**config.mk**
```make
export PLATFORM = sky130hd
export DESIGN_NAME = pipe_decode_ctrl_flat
export DESIGN_NICKNAME = d
export VERILOG_FILES = /design/src/rtl/pipe_decode_ctrl_if.sv /design/src/rtl/pipe_decode_ctrl.sv /design/src/flat_wrapper.sv
export SDC_FILE = /design/constraint.sdc
export NUM_CORES = 1
export LEC_CHECK = 0
export CORE_ASPECT_RATIO = 0.6
export CORE_MARGIN = 4
export CORE_UTILIZATION = 50
export DETAILED_ROUTE_END_ITERATION = 6
export DONT_BUFFER_PORTS = 1
export PLACE_DENSITY = 0.71
export SETUP_SLACK_MARGIN = 0.02
export SLEW_MARGIN = 20
export SYNTH_ARGS = -nofsm -noshare
export SYNTH_HDL_FRONTEND = slang
export SYNTH_SLANG_ARGS = --single-unit
```
**constraint.sdc**
```tcl
create_clock -name clk -period 5.1 [get_ports clk]
set_input_delay 1.275 -clock clk [delete_from_list [all_inputs] [get_ports clk]]
set_output_delay 1.275 -clock clk [all_outputs]
set_load 0.1 [all_outputs]
```
**src/rtl/pipe_decode_ctrl_if.sv**
```systemverilog
// pipe_decode_ctrl_if: ID-stage instruction fields in, hazard status and ID/EX controls out.
// Latency: none, this is a plain bundle of nets.
// Backpressure: stall_out travels back to the fetch/decode side on this bundle.
// master: the pipeline front end. It drives the ID fields and flush, and observes stall and the EX controls.
// slave : pipe_decode_ctrl.
interface pipe_decode_ctrl_if;
  logic       id_valid;
  logic [5:0] opcode;
  logic [5:0] funct;
  logic [4:0] rs;
  logic [4:0] rt;
  logic [4:0] rd;
  logic       flush;

  logic       stall_out;
  logic       mdu_busy;
  logic       ex_valid;
  logic       ex_reg_write;
  logic       ex_mem_read;
  logic       ex_mem_write;
  logic       ex_illegal;
  logic [1:0] ex_mem_to_reg;
  logic [1:0] ex_pc_src;
  logic [3:0] ex_alu_op;
  logic [2:0] ex_branch_type;
  logic [4:0] ex_dst;

  modport master (
    output id_valid, opcode, funct, rs, rt, rd, flush,
    input  stall_out, mdu_busy, ex_valid, ex_reg_write, ex_mem_read, ex_mem_write,
           ex_illegal, ex_mem_to_reg, ex_pc_src, ex_alu_op, ex_branch_type, ex_dst
  );

  modport slave (
    input  id_valid, opcode, funct, rs, rt, rd, flush,
    output stall_out, mdu_busy, ex_valid, ex_reg_write, ex_mem_read, ex_mem_write,
           ex_illegal, ex_mem_to_reg, ex_pc_src, ex_alu_op, ex_branch_type, ex_dst
  );
endinterface

```
**src/rtl/pipe_decode_ctrl.sv**
```systemverilog
// pipe_decode_ctrl: MIPS-style ID decode with load-use/MDU hazard control feeding the ID/EX register.
// Latency: ex_* follow the ID fields one cycle later. stall_out is combinational in the same cycle.
// Backpressure: stall_out holds PC and IF/ID and a bubble enters EX. flush kills the EX entry and never stalls.
// Ports: clk, reset (async active-high, clears all state); id_ex (slave) carries id_valid, opcode, funct,
//        rs, rt, rd and flush in, and stall_out, mdu_busy and the registered ex_* controls out.
module pipe_decode_ctrl #(
  parameter int MDU_EN     = 1,
  parameter int MDU_CYCLES = 4
) (
  input logic               clk,
  input logic               reset,
  pipe_decode_ctrl_if.slave id_ex
);
  localparam logic [5:0] OP_RTYPE  = 6'h00, OP_REGIMM = 6'h01, OP_J     = 6'h02, OP_JAL  = 6'h03;
  localparam logic [5:0] OP_BEQ    = 6'h04, OP_BNE    = 6'h05, OP_BLEZ  = 6'h06, OP_BGTZ = 6'h07;
  localparam logic [5:0] OP_ADDI   = 6'h08, OP_ADDIU  = 6'h09, OP_SLTI  = 6'h0A, OP_SLTIU = 6'h0B;
  localparam logic [5:0] OP_ANDI   = 6'h0C, OP_ORI    = 6'h0D, OP_XORI  = 6'h0E, OP_LUI  = 6'h0F;
  localparam logic [5:0] OP_LW     = 6'h23, OP_SW     = 6'h2B;
  localparam logic [5:0] FN_JR     = 6'h08, FN_JALR   = 6'h09, FN_MFHI  = 6'h10, FN_MFLO = 6'h12;
  localparam logic [5:0] FN_MULT   = 6'h18, FN_MULTU  = 6'h19, FN_DIV   = 6'h1A, FN_DIVU = 6'h1B;
  localparam logic [5:0] MDU_LOAD  = 6'(MDU_CYCLES);
  localparam logic       MDU_ON    = (MDU_EN != 0);

  typedef struct packed {
    logic       valid;
    logic       reg_write;
    logic       mem_read;
    logic       mem_write;
    logic       illegal;
    logic [1:0] mem_to_reg;
    logic [1:0] pc_src;
    logic [3:0] alu_op;
    logic [2:0] branch_type;
    logic [4:0] dst;
  } ctrl_t;

  ctrl_t      ex_q, ex_d, dec;
  logic [5:0] cnt_q, cnt_d;

  logic       legal, wr_en, mem_rd, mem_wr, mdu_op, mdu_start;
  logic [4:0] wr_dst;
  logic [1:0] m2r, pc_src;
  logic [2:0] alu_lo, br_type;
  logic       rt_src, load_use, mdu_haz, stall, issue;

  // Instruction classification. MDU ops fall through as illegal when the unit is not built.
  always_comb begin
    legal     = 1'b0;
    wr_en     = 1'b0;
    wr_dst    = id_ex.rt;
    mem_rd    = 1'b0;
    mem_wr    = 1'b0;
    mdu_op    = 1'b0;
    mdu_start = 1'b0;
    m2r       = 2'b00;
    pc_src    = 2'b00;
    case (id_ex.opcode)
      OP_RTYPE: begin
        wr_dst = id_ex.rd;
        case (id_ex.funct)
          6'h00, 6'h02, 6'h03, 6'h04, 6'h06, 6'h07,
          6'h20, 6'h21, 6'h22, 6'h23, 6'h24, 6'h25, 6'h26, 6'h27, 6'h2A, 6'h2B: begin
            legal = 1'b1;
            wr_en = 1'b1;
          end
          FN_JR: begin
            legal  = 1'b1;
            pc_src = 2'b11;
          end
          FN_JALR: begin
            legal  = 1'b1;
            wr_en  = 1'b1;
            m2r    = 2'b11;
            pc_src = 2'b11;
          end
          FN_MFHI, FN_MFLO: begin
            legal  = MDU_ON;
            mdu_op = MDU_ON;
            wr_en  = 1'b1;
          end
          FN_MULT, FN_MULTU, FN_DIV, FN_DIVU: begin
            legal     = MDU_ON;
            mdu_op    = MDU_ON;
            mdu_start = MDU_ON;
          end
          default: ;
        endcase
      end
      OP_ADDI, OP_ADDIU, OP_SLTI, OP_SLTIU, OP_ANDI, OP_ORI, OP_XORI, OP_LUI: begin
        legal = 1'b1;
        wr_en = 1'b1;
      end
      OP_LW: begin
        legal  = 1'b1;
        wr_en  = 1'b1;
        mem_rd = 1'b1;
        m2r    = 2'b01;
      end
      OP_SW: begin
        legal  = 1'b1;
        mem_wr = 1'b1;
      end
      OP_BEQ, OP_BNE, OP_BLEZ, OP_BGTZ, OP_REGIMM: legal = 1'b1;
      OP_J: begin
        legal  = 1'b1;
        pc_src = 2'b01;
      end
      OP_JAL: begin
        legal  = 1'b1;
        wr_en  = 1'b1;
        wr_dst = 5'd31;
        m2r    = 2'b11;
        pc_src = 2'b01;
      end
      default: ;
    endcase
  end

  always_comb begin
    alu_lo  = 3'b000;
    br_type = 3'b000;
    case (id_ex.opcode)
      OP_RTYPE:          alu_lo = 3'b010;
      OP_BEQ:            alu_lo = 3'b001;
      OP_ANDI:           alu_lo = 3'b100;
      OP_ORI:            alu_lo = 3'b011;
      OP_XORI:           alu_lo = 3'b110;
      OP_SLTI, OP_SLTIU: alu_lo = 3'b101;
      default:           alu_lo = 3'b000;
    endcase
    case (id_ex.opcode)
      OP_BNE:    br_type = 3'b001;
      OP_BLEZ:   br_type = 3'b010;
      OP_BGTZ:   br_type = 3'b011;
      OP_REGIMM: br_type = 3'b100;
      default:   br_type = 3'b000;
    endcase
  end

  // Non-writing instructions carry dst 0, so reg_write can never be set toward $0.
  always_comb begin
    dec       = '0;
    dec.valid = 1'b1;
    if (legal) begin
      dec.reg_write   = wr_en & (wr_dst != 5'd0);
      dec.mem_read    = mem_rd;
      dec.mem_write   = mem_wr;
      dec.mem_to_reg  = m2r;
      dec.pc_src      = pc_src;
      dec.alu_op      = {id_ex.opcode[0], alu_lo};
      dec.branch_type = br_type;
      dec.dst         = wr_en ? wr_dst : 5'd0;
    end else begin
      dec.illegal = 1'b1;
    end
  end

  // rt is a source operand only for R-type, beq/bne and sw.
  assign rt_src = (id_ex.opcode == OP_RTYPE) || (id_ex.opcode == OP_BEQ) ||
                  (id_ex.opcode == OP_BNE)   || (id_ex.opcode == OP_SW);

  assign load_use = ex_q.valid && ex_q.mem_read && ex_q.reg_write &&
                    ((ex_q.dst == id_ex.rs) || (rt_src && (ex_q.dst == id_ex.rt)));
  assign mdu_haz  = mdu_op && (cnt_q != 6'd0);

  // flush outranks every hazard: the EX entry dies anyway, so holding IF/ID would only lose a cycle.
  assign stall = id_ex.id_valid && !id_ex.flush && (load_use || mdu_haz);
  assign issue = id_ex.id_valid && !id_ex.flush && !stall;

  always_comb begin
    ex_d = issue ? dec : '0;
    if (issue && mdu_start) begin
      cnt_d = MDU_LOAD;
    end else if (cnt_q != 6'd0) begin
      cnt_d = cnt_q - 6'd1;
    end else begin
      cnt_d = 6'd0;
    end
  end

  always_ff @(posedge clk or posedge reset) begin
    if (reset) begin
      ex_q  <= '0;
      cnt_q <= 6'd0;
    end else begin
      ex_q  <= ex_d;
      cnt_q <= cnt_d;
    end
  end

  assign id_ex.stall_out      = stall;
  assign id_ex.mdu_busy       = (cnt_q != 6'd0);
  assign id_ex.ex_valid       = ex_q.valid;
  assign id_ex.ex_reg_write   = ex_q.reg_write;
  assign id_ex.ex_mem_read    = ex_q.mem_read;
  assign id_ex.ex_mem_write   = ex_q.mem_write;
  assign id_ex.ex_illegal     = ex_q.illegal;
  assign id_ex.ex_mem_to_reg  = ex_q.mem_to_reg;
  assign id_ex.ex_pc_src      = ex_q.pc_src;
  assign id_ex.ex_alu_op      = ex_q.alu_op;
  assign id_ex.ex_branch_type = ex_q.branch_type;
  assign id_ex.ex_dst         = ex_q.dst;
endmodule

```
**src/flat_wrapper.sv**
```systemverilog
// flat-port wrapper written by rule: the top's interface ports become plain ports
module pipe_decode_ctrl_flat 
#(
  parameter int MDU_EN     = 1,
  parameter int MDU_CYCLES = 4
)
  (clk, reset, id_ex_id_valid, id_ex_opcode, id_ex_funct, id_ex_rs, id_ex_rt, id_ex_rd, id_ex_flush, id_ex_stall_out, id_ex_mdu_busy, id_ex_ex_valid, id_ex_ex_reg_write, id_ex_ex_mem_read, id_ex_ex_mem_write, id_ex_ex_illegal, id_ex_ex_mem_to_reg, id_ex_ex_pc_src, id_ex_ex_alu_op, id_ex_ex_branch_type, id_ex_ex_dst);
  pipe_decode_ctrl_if id_ex_i ();
  input logic clk;
  input logic reset;
  input wire logic [$bits(id_ex_i.id_valid)-1:0] id_ex_id_valid;
  input wire logic [$bits(id_ex_i.opcode)-1:0] id_ex_opcode;
  input wire logic [$bits(id_ex_i.funct)-1:0] id_ex_funct;
  input wire logic [$bits(id_ex_i.rs)-1:0] id_ex_rs;
  input wire logic [$bits(id_ex_i.rt)-1:0] id_ex_rt;
  input wire logic [$bits(id_ex_i.rd)-1:0] id_ex_rd;
  input wire logic [$bits(id_ex_i.flush)-1:0] id_ex_flush;
  output wire logic [$bits(id_ex_i.stall_out)-1:0] id_ex_stall_out;
  output wire logic [$bits(id_ex_i.mdu_busy)-1:0] id_ex_mdu_busy;
  output wire logic [$bits(id_ex_i.ex_valid)-1:0] id_ex_ex_valid;
  output wire logic [$bits(id_ex_i.ex_reg_write)-1:0] id_ex_ex_reg_write;
  output wire logic [$bits(id_ex_i.ex_mem_read)-1:0] id_ex_ex_mem_read;
  output wire logic [$bits(id_ex_i.ex_mem_write)-1:0] id_ex_ex_mem_write;
  output wire logic [$bits(id_ex_i.ex_illegal)-1:0] id_ex_ex_illegal;
  output wire logic [$bits(id_ex_i.ex_mem_to_reg)-1:0] id_ex_ex_mem_to_reg;
  output wire logic [$bits(id_ex_i.ex_pc_src)-1:0] id_ex_ex_pc_src;
  output wire logic [$bits(id_ex_i.ex_alu_op)-1:0] id_ex_ex_alu_op;
  output wire logic [$bits(id_ex_i.ex_branch_type)-1:0] id_ex_ex_branch_type;
  output wire logic [$bits(id_ex_i.ex_dst)-1:0] id_ex_ex_dst;
  assign id_ex_i.id_valid = id_ex_id_valid;
  assign id_ex_i.opcode = id_ex_opcode;
  assign id_ex_i.funct = id_ex_funct;
  assign id_ex_i.rs = id_ex_rs;
  assign id_ex_i.rt = id_ex_rt;
  assign id_ex_i.rd = id_ex_rd;
  assign id_ex_i.flush = id_ex_flush;
  assign id_ex_stall_out = id_ex_i.stall_out;
  assign id_ex_mdu_busy = id_ex_i.mdu_busy;
  assign id_ex_ex_valid = id_ex_i.ex_valid;
  assign id_ex_ex_reg_write = id_ex_i.ex_reg_write;
  assign id_ex_ex_mem_read = id_ex_i.ex_mem_read;
  assign id_ex_ex_mem_write = id_ex_i.ex_mem_write;
  assign id_ex_ex_illegal = id_ex_i.ex_illegal;
  assign id_ex_ex_mem_to_reg = id_ex_i.ex_mem_to_reg;
  assign id_ex_ex_pc_src = id_ex_i.ex_pc_src;
  assign id_ex_ex_alu_op = id_ex_i.ex_alu_op;
  assign id_ex_ex_branch_type = id_ex_i.ex_branch_type;
  assign id_ex_ex_dst = id_ex_i.ex_dst;
  pipe_decode_ctrl #(.MDU_EN(MDU_EN), .MDU_CYCLES(MDU_CYCLES)) u_core (.clk(clk), .reset(reset), .id_ex(id_ex_i));
endmodule
```
# Yosys cells after proc, flatten, opt, wreduce, memory -nomap -nowiden
# Index checks and enable logic that the tools add are counted.
classes:
  bitwise: 1
  muxes: 24
  addsub: 1
  n_eq_ne: 42
  reduce_logical: 29
ops:
  columns: ["cell", "count"]
  rows:
  - ["6-bit equality test, second input constant", 12]
  - ["6-bit by 4-bit equality test with 1-bit output, second input constant", 10]
  - ["6-bit by 3-bit equality test with 1-bit output, second input constant", 7]
  - ["6-bit by 5-bit equality test with 1-bit output, second input constant", 6]
  - ["6-bit by 2-bit equality test with 1-bit output, second input constant", 4]
  - ["24-bit OR reduction", 1]
  - ["21-bit 2-to-1 mux", 1]
  - ["19-bit OR reduction", 1]
  - ["3-bit one-hot mux with 6 select lines", 1]
  - ["17-bit OR reduction", 1]
  - ["16-bit 2-to-1 mux", 1]
  - ["6-bit logical NOT", 2]
  - ["6-bit 2-to-1 mux", 2]
  - ["3-bit one-hot mux with 4 select lines", 1]
  - ["5-bit equality test", 2]
  - ["5-bit one-hot mux with 2 select lines", 1]
  - ["10-bit OR reduction", 1]
  - ["1-bit logical AND", 9]
  - ["1-bit 2-to-1 mux", 9]
  - ["6-bit by 1-bit equality test with 1-bit output, second input constant", 1]
  - ["2-bit one-hot mux with 3 select lines", 1]
  - ["6-bit nonzero test", 1]
  - ["2-bit OR reduction", 3]
  - ["6-bit OR reduction", 1]
  - ["11 further kinds", 18]
word_totals:
  elab_cells: 108
  in_bits: 31
  reg_bits: 27

# Depth between registers and ports, before layout
# Gate-level depths: netlist of run 1.
logic_depth:
  ltp_word: 13
  ltp_mapped: 9
  depth_no_buf: 8

# Worst setup path after synthesis of run 1
# Ideal clock, no wire load.
synth_path:
  path_type: "input-to-output"
  from: "in id_ex_opcode[2]"
  to: "out id_ex_stall_out"
  slack_ns: 0.070
  arrival_time_ns: 3.755
  t_required_ns: 3.825
  cell_stages: 5
  path_buffers: 1
  path_cell_list: "buf_6 > nor4_4 > and4_1 > a32oi_2 > a21oi_1"
synth_between:
  elab_chain_cells: 9
  elab_cells_between_ends: 14
synth_lines:
  columns: ["item", "line", "source"]
  rows:
  - ["start, declared", "flat_wrapper.sv:12", "input wire logic [$bits(id_ex_i.opcode)-1:0] id_ex_opcode;"]
  - ["6-bit by 3-bit equality test with 1-bit output or 6-bit logical NOT (tied branches)", "pipe_decode_ctrl.sv:159, pipe_decode_ctrl.sv:57", null]
  - ["1-bit logical OR (2 in a row)", "pipe_decode_ctrl.sv:159", "assign rt_src = (id_ex.opcode == OP_RTYPE) || (id_ex.opcode == OP_BEQ) ||"]
  - ["1-bit logical OR", "pipe_decode_ctrl.sv:160", "(id_ex.opcode == OP_BNE) || (id_ex.opcode == OP_SW);"]
  - ["1-bit logical AND", "pipe_decode_ctrl.sv:163", "((ex_q.dst == id_ex.rs) || (rt_src && (ex_q.dst == id_ex.rt)));"]
  - ["1-bit logical OR", "pipe_decode_ctrl.sv:163", null]
  - ["1-bit logical AND", "pipe_decode_ctrl.sv:162", "assign load_use = ex_q.valid && ex_q.mem_read && ex_q.reg_write &&"]
  - ["1-bit logical OR (*)", "pipe_decode_ctrl.sv:167", "assign stall = id_ex.id_valid && !id_ex.flush && (load_use || mdu_haz);"]
  - ["1-bit logical AND (*)", "pipe_decode_ctrl.sv:167", null]
  - ["end, declared", "flat_wrapper.sv:18", "output wire logic [$bits(id_ex_i.stall_out)-1:0] id_ex_stall_out;"]
# Mark *: on every way between the ends. The rest lies on a longest branch, timed or not.

# Worst setup path in the final report of run 1
layout_path:
  from: "in id_ex_opcode[3]"
  to: "out id_ex_stall_out"
# Same word-level chain as after synthesis.

==> results of run 1 <==
[cell type report]
cell class / count / area (sq um)
clock buffer: 3 / 41.3
clock inverter: 1 / 5.00
sequential: 27 / 676
multi-input combinational: 144 / 983
fill: 289 / 1490
timing repair buffer: 9 / 67.6
tap: 45 / 56.3
inverter: 13 / 48.8
[worst register-to-register path: cells and delay by family (launching register included)]
kind | cells | cell delay, ps
adder cells (fa/ha/maj) | 1 | 190
flip-flops | 1 | 410
AO/OA/AOI/OAI | 1 | 370
buffers and inverters | 2 | 310
AND/OR/NAND/NOR | 4 | 1250
[power groups by stage]
stage | clock, mW | sequential, mW | combinational, mW
2_1_floorplan | 0 | 0.272 | 0.137
3_3_place_gp | 0 | 0.270 | 0.143
3_5_place_dp | 0 | 0.272 | 0.151
4_1_cts | 0.119 | 0.269 | 0.152
5_1_grt | 0.127 | 0.272 | 0.172
6_report | 0.116 | 0.269 | 0.151
[stage by stage]
step	util, %	std cells
after floorplan	-	197
after global placement	54.5	238
after detailed placement	54.5	238
after CTS	55.8	242
after global routing	55.8	242
final	55.8	242
[cell usage after synthesis, types with 2 or more instances]
cell / number
nor3_1: 16
nor3b_1: 2
o22ai_1: 4
buf_2: 2
o32a_1: 2
o211ai_1: 2
a211oi_1: 3
buf_6: 6
nand2_1: 10
xor2_1: 11
buf_4: 2
nor2b_1: 2
nand2b_1: 6
nor2_1: 15
inv_1: 12
a31oi_1: 3
nand3_1: 6
a21oi_1: 12
dfrtp_1: 27
nor4_1: 12
clkbuf_1: 2
o31ai_1: 3
and2b_2: 2
o21ai_0: 3
[worst max path at each step]
| stage | startpoint | slack [ps] | cells after the start | to |
|---|---|---|---|---|
| global route | id_ex_opcode[3] | 970 | 5 | id_ex_stall_out |
| CTS | id_ex_opcode[3] | 1040 | 5 | id_ex_stall_out |
| floorplan | id_ex_opcode[2] | 70 | 5 | id_ex_stall_out |
| detailed placement | id_ex_opcode[3] | 1040 | 5 | id_ex_stall_out |
| global placement | id_ex_opcode[3] | 1130 | 5 | id_ex_stall_out |
| finish | id_ex_opcode[3] | 1030 | 5 | id_ex_stall_out |
[layer usage]
metal	share of wire [%]	vias up	track usage (%)
met2	45	88	31.6
met3	9.9	4	4.96
met5	0	-	0
met1	45	745	26.1
li1	-	719	-
met4	0.75	0	2.37
[cell families (layout without fill, tap and decap cells)]
logic type / after synthesis / count (layout) / share of synthesized area (%)
xor gates and xnor gates: 12 / 12 / 5.78
AOI/OAI and AO/OA: 44 / 44 / 17.8
DFF: 27 / 27 / 37.2
buffers and inverters: 26 / 26 / 8.95
and+or+nand+nor: 87 / 87 / 29.6
adders and majority gates: 1 / 1 / 0.688
[cells in the final DEF (no fill, tap or decap), types with 2 or more instances in the layout]
cell type / count
nor3_1: 16
buf_4: 9
clkbuf_8: 3
a31oi_1: 3
a211oi_1: 3
nor3b_1: 2
dfrtp_1: 27
a21oi_1: 11
nor2b_1: 2
o31ai_1: 3
nor4_1: 12
xor2_1: 11
o22ai_1: 4
inv_1: 11
nand2_1: 10
o32a_1: 2
and2b_2: 2
nor2_1: 15
o21ai_0: 3
nand2b_1: 6
o211ai_1: 2
nand3_1: 6
==> summary.md, run 1 <==
| Metric | Value |
|---|---|
| Clock Path Buffers | `2` |
| Clk slew on worst S/H paths | `90 ps` |
| Leakage | `0.782 nW` |
| Area delta synth->final | `3.30%` |
| RSZ-0062 raised after global routing | `false` |
| Core area | `3360 sq um` |
| Worst reg2reg endpoint | `u_core.id_ex.ex_branch_type[2]` |
| Total vias in the final route | `1,556` |
| Post-route cell area | `1880 sq um` |
| Post-Synthesis Cells | `197` |
| Row cnt | `16` |
| Setup CP Type | `in2out` |
| Worst hold start | `u_core.cnt_q[0]` |
| Worst Hold End | `u_core.cnt_q[0]` |
| Critical path cell sequence | `nor4_4, and4_1, a32oi_2, a21oi_2, buf_4` |
| Reg2reg setup slack | `2430 ps` |
| Via density | `6.43` |
| EDFF count, synth | `0` |
| Final ANT Viol Nets | `0` |
| Seq pwr share | `50.2%` |
| First-pass GRT wire length | `6.93 mm` |
| Worst Skew | `1.14 ps` |
| Htree depth | `1` |
| Die X-Extent | `85.8 um` |
| Share of the synthesized area in the top cell type | `37.2%` |
| R2R cell count | `8` |
| Crit Path Max Fanout | `13` |
| Initial Util | `54.1%` |
| Hold Crit Class | `reg2reg` |
| CTS Hold Buffers Added | `0` |
| WHS | `501 ps` |
| Startpoint Class | `primary input` |
| Clock Power Share | `21.7%` |
| Fraction of registers with async set/reset | `100%` |
| Clock sinks | `27` |
| Clock Tree Root | `clkbuf_8` |
| Int Pwr | `352 uW` |
| Pwr per Cell Area | `286 nW/um^2` |
| Skew-Pair Late Insertion Delay | `270 ps` |
| Mapped Nets | `229` |
| VDD IR max | `0.181 mV` |
| Max-cap violation count | `0` |
| Mean Syn Cell Area | `9.23 sq um` |
| Status | `finished clean` |
| Dpl hpwl | `3.46 mm` |
| Layout cells sized above 1 | `17.3%` |
| Synthesized area | `1820 sq um` |
| Flops & latches, synth | `27` |
| DP Area | `1830 sq um` |
| GRT Residual Overflow | `0` |
| Critical Path RT | `3830 ps` |
| Final count of negative-setup-slack endpoints | `0` |
| GRT Total Usage | `19.1%` |
| Main synth FF type | `dfrtp_1` |
| Seq/Total Area, Yosys | `37.2%` |
| Initial antenna violation count | `0` |
| Comb pwr share | `28.2%` |
| Worst path top cell family by delay | `simple AND/OR/NAND/NOR gates` |
| DRT Pass-1 Iters | `4` |
| Yosys cell types | `56` |
| Hold-critical path depth | `1` |
| Crit share post-route | `79.8%` |
| Setup_tns | `0 ps` |
| CP Buf/Inv Count | `1` |
| Most flop-heavy register | `u_core.cnt_q` |
| Die area | `4700 sq um` |
| CTS tree | `done` |
| Slowest cell on the critical path | `nor4_4` |
| RD Place Congestion | `0.949` |
| Setup crit end kind | `output pin` |
| PostCTS Resize Cnt | `0` |
| Critical R2R Launch | `u_core.cnt_q[0]` |
| Initial DRC Count | `122` |
| Max FFs per register | `6` |
| Max Freq | `246 MHz` |
| Area contributors post-synth | `dfrtp_1, xor2_1, nor3_1` |
| Wire per inst | `18.3 um` |
| Sw frac | `34.3%` |
| Worst slew pin tran | `906 ps` |
| NetSw | `184 uW` |
| Largest net degree at the start of global routing | `28` |
| Vias in the first global route | `1,415` |
| Final nets | `230` |
| Port Buffers | `0` |
| TritonCTS Buffers | `3` |
| Worst Path Arrival | `2790 ps` |
| Total Wirelength | `4.43 mm` |
| Ant. Diodes | `0` |
| Post-CTS setup buffer count | `0` |
| Final Max Tran Viols | `0` |
| Slowest stage delay, CP | `540 ps` |
| Worst Slack Setup Final | `1030 ps` |
| DR DRC count | `0` |
| Total power | `537 uW` |
| Die height | `54.7 um` |
| Hold Vio Cnt, Final | `0` |
| Rel. slew slack | `39.2%` |
| DP Worst Slack | `1040 ps` |
| Io pins | `54` |
| Area leader, netlist | `dfrtp_1` |
| Synth warn | `0` |
| Final Critical Period | `4070 ps` |
No activity file was read; power rests on OpenSTA's default activity.
==> run 2, diff against run 1 <==
--- a/config.mk
+++ b/config.mk
@@ -10,7 +10,7 @@
 export CORE_UTILIZATION = 50
 export DETAILED_ROUTE_END_ITERATION = 6
 export DONT_BUFFER_PORTS = 1
-export PLACE_DENSITY = 0.71
+export PLACE_DENSITY = 0.74
 export SETUP_SLACK_MARGIN = 0.02
 export SLEW_MARGIN = 20
 export SYNTH_ARGS = -nofsm -noshare
==> constraint.sdc (replaced) <==
create_clock -name clk -period 3.6 [get_ports clk]
set_input_delay 0.9 -clock clk [delete_from_list [all_inputs] [get_ports clk]]
set_output_delay 0.9 -clock clk [all_outputs]
set_load 0.1 [all_outputs]
==> run 2 against run 1 <==
  * Register-to-register slack worse by 1200 ps
  * Total power rose by 44%
  * Global-route usage is 0.91 points higher
  * Die area unchanged
  * Non-clock buffer count is 2 higher
  * Via count decreased by 0.51%
==> summary.md, run 2 (same netlist as run 1, synthesis figures left out) <==
| Metric | Value |
|---|---|
| Status | `finished clean` |
| RSZ-0062 raised after global routing | `false` |
| Setup_tns | `0 ps (unchanged)` |
| Final nets | `232 (+0.87%)` |
| DRT Pass-1 Iters | `4 (unchanged)` |
| Core area | `3360 sq um (unchanged)` |
| First-pass GRT wire length | `7.26 mm (+4.7%)` |
| WHS | `481 ps (-19.9 ps)` |
| Clk slew on worst S/H paths | `80 ps (about the same)` |
| Final Max Tran Viols | `0 (unchanged)` |
| Worst Path Arrival | `2090 ps (-700 ps)` |
| Stages on the worst setup path | `5 (unchanged)` |
| Post-route cell area | `1910 sq um (+1.8%)` |
| Startpoint Class | `primary input` |
| Die area | `4700 sq um (unchanged)` |
| Critical path cell sequence | `inv_1, a2111oi_0, o211ai_1, a21oi_4, buf_12` |
| Final count of negative-setup-slack endpoints | `0 (unchanged)` |
| Worst path top cell family by delay | `compound AO/OA/AOI/OAI gates` |
| Final Critical Period | `2990 ps` |
| Clock Tree Root | `clkbuf_8` |
| Total Wirelength | `4.47 mm (+0.97%)` |
| TritonCTS Buffers | `3 (unchanged)` |
| NetSw | `269 uW (+46%)` |
| Skew-Pair Late Insertion Delay | `270 ps (about the same)` |
| Rel. slew slack | `38.9% (-0.32 points)` |
| Io pins | `54 (unchanged)` |
| Final ANT Viol Nets | `0 (unchanged)` |
| Via density | `6.34 (-1.3%)` |
| Row cnt | `16 (unchanged)` |
| Area delta synth->final | `5.16%` |
| Wire per inst | `18.3 um (+0.14%)` |
| Sw frac | `34.8% (+0.40 points)` |
| CP Buf/Inv Count | `2 (+1)` |
| Critical Path RT | `2700 ps (-1130 ps)` |
| RD Place Congestion | `0.945 (-0.46%)` |
| Int Pwr | `506 uW (+44%)` |
| Clock sinks | `27 (unchanged)` |
| Max-cap violation count | `0 (unchanged)` |
| Crit share post-route | `83.0%` |
| Port Buffers | `0 (unchanged)` |
| Slowest cell on the critical path | `a2111oi_0` |
| VDD IR max | `0.281 mV (+55%)` |
| Max FFs per register | `6 (unchanged)` |
| PostCTS Resize Cnt | `0 (unchanged)` |
| Largest net degree at the start of global routing | `28 (unchanged)` |
| Initial Util | `54.1% (unchanged)` |
| Pwr per Cell Area | `406 nW/um^2 (+42%)` |
| Dpl hpwl | `3.48 mm (+0.40%)` |
| DR DRC count | `0 (unchanged)` |
| Fill count | `296 (+2.4%)` |
| CTS Hold Buffers Added | `0 (unchanged)` |
| Die height | `54.7 um (unchanged)` |
| Most frequent cells in the layout | `dfrtp_1, nor3_1, nor2_1` |
| Layout cells sized above 1 | `17.6% (+0.33 points)` |
| Hold Vio Cnt, Final | `0 (unchanged)` |
| Hold Crit Class | `reg2reg` |
| Htree depth | `1 (unchanged)` |
| Worst slew pin tran | `910 ps (+4.75 ps)` |
| GRT Residual Overflow | `0 (unchanged)` |
| Setup crit end kind | `output pin` |
| Final core occ | `56.8% (+1.0 points)` |
| R2R cell count | `8 (unchanged)` |
| Slowest stage delay, CP | `430 ps (-110 ps)` |
| Initial antenna violation count | `0 (unchanged)` |
| Hold-critical path depth | `1 (unchanged)` |
| Clock Path Buffers | `2 (unchanged)` |
| Crit Path Max Fanout | `9 (-4)` |
| Total vias in the final route | `1,548 (-0.51%)` |
| Initial DRC Count | `198 (+62%)` |
| Setup CP Type | `in2out` |
| CTS tree | `done` |
| DP Area | `1870 sq um (+1.9%)` |
| Vias in the first global route | `1,474 (+4.2%)` |
| Post-CTS setup buffer count | `0 (unchanged)` |
| Leakage | `0.792 nW (+1.3%)` |
| Comb pwr share | `29.0% (+0.8 points)` |
| GRT Total Usage | `20.0% (+0.91 points)` |
| Leading cell type in the layout, fill and taps excluded | `dfrtp_1` |
| Ant. Diodes | `0 (unchanged)` |
| Seq pwr share | `49.5% (-0.7 points)` |
| Most flop-heavy register | `u_core.cnt_q` |
| Clock Power Share | `21.5% (-0.2 points)` |
| Worst Skew | `1.53 ps (+0.387 ps)` |
| Max Freq | `335 MHz` |
| Die X-Extent | `85.8 um (unchanged)` |
[run 2: changes by cell type in the layout (fill, tap and decap cells not counted), sizes merged]
cell    previous run  this run
clkbuf             3         4
buf                9        11
clkinv             2         1
[run 2: metal layers]
layer	wire, um	vias up	share of wire [%]	GRT usage (%)
met3	540	6	12	6.47
li1	-	721	-	-
met2	1970	93	44	32.9
met5	0	-	0	0
met4	50	0	1.1	3.95
met1	1910	728	43	26.2
[run 2: power groups by stage]
stage               Combinational [mW]  Clock (mW)  Sequential [mW]
floorplan                        0.194           0            0.385
global route                     0.248       0.185            0.390
finish                           0.225       0.167            0.384
CTS                              0.223       0.173            0.383
detailed placement               0.224           0            0.388
global placement                 0.207           0            0.383
[run 2: final cells by class]
class	instances	area [sq um]	area share, %
sequential	27	676	35.3
tap	45	56.3	2.95
inverter	13	48.8	2.55
multi-input combinational	144	991	51.8
clock buffer	4	45.0	2.36
timing repair buffer	11	95.1	4.97
[run 2: path summary, 6_finish.rpt]
kind	endpoint	slack [ps]	start
worst min register to register	u_core.cnt_q[0]	480	u_core.cnt_q[0]
worst min-delay path	u_core.cnt_q[0]	480	u_core.cnt_q[0]
max in group asynchronous	u_core.id_ex.ex_mem_read	2580	reset
min in group asynchronous	u_core.id_ex.ex_branch_type[0]	600	reset
worst max register to register	u_core.id_ex.ex_branch_type[2]	1200	u_core.cnt_q[0]
worst max-delay path	id_ex_stall_out	610	id_ex_opcode[2]
[run 2: per-stage QoR]
stage | setup WS (ps) | power, mW | instances
global placement | 634 | 0.589 | 240
finish | 611 | 0.775 | 244
detailed placement | 642 | 0.611 | 240
global route | 508 | 0.823 | 244
CTS | 632 | 0.779 | 244
floorplan | 180 | 0.579 | 197
[run 2: worst reg2reg max path, cell delays in order, from the launching register on]
cell and delay [ps]:
dfrtp_1 410, inv_1 70, ha_1 200, nand2b_1 120
and2b_1 280, inv_2 60, a32oi_2 320, nand4b_4 350
nor4_1 470
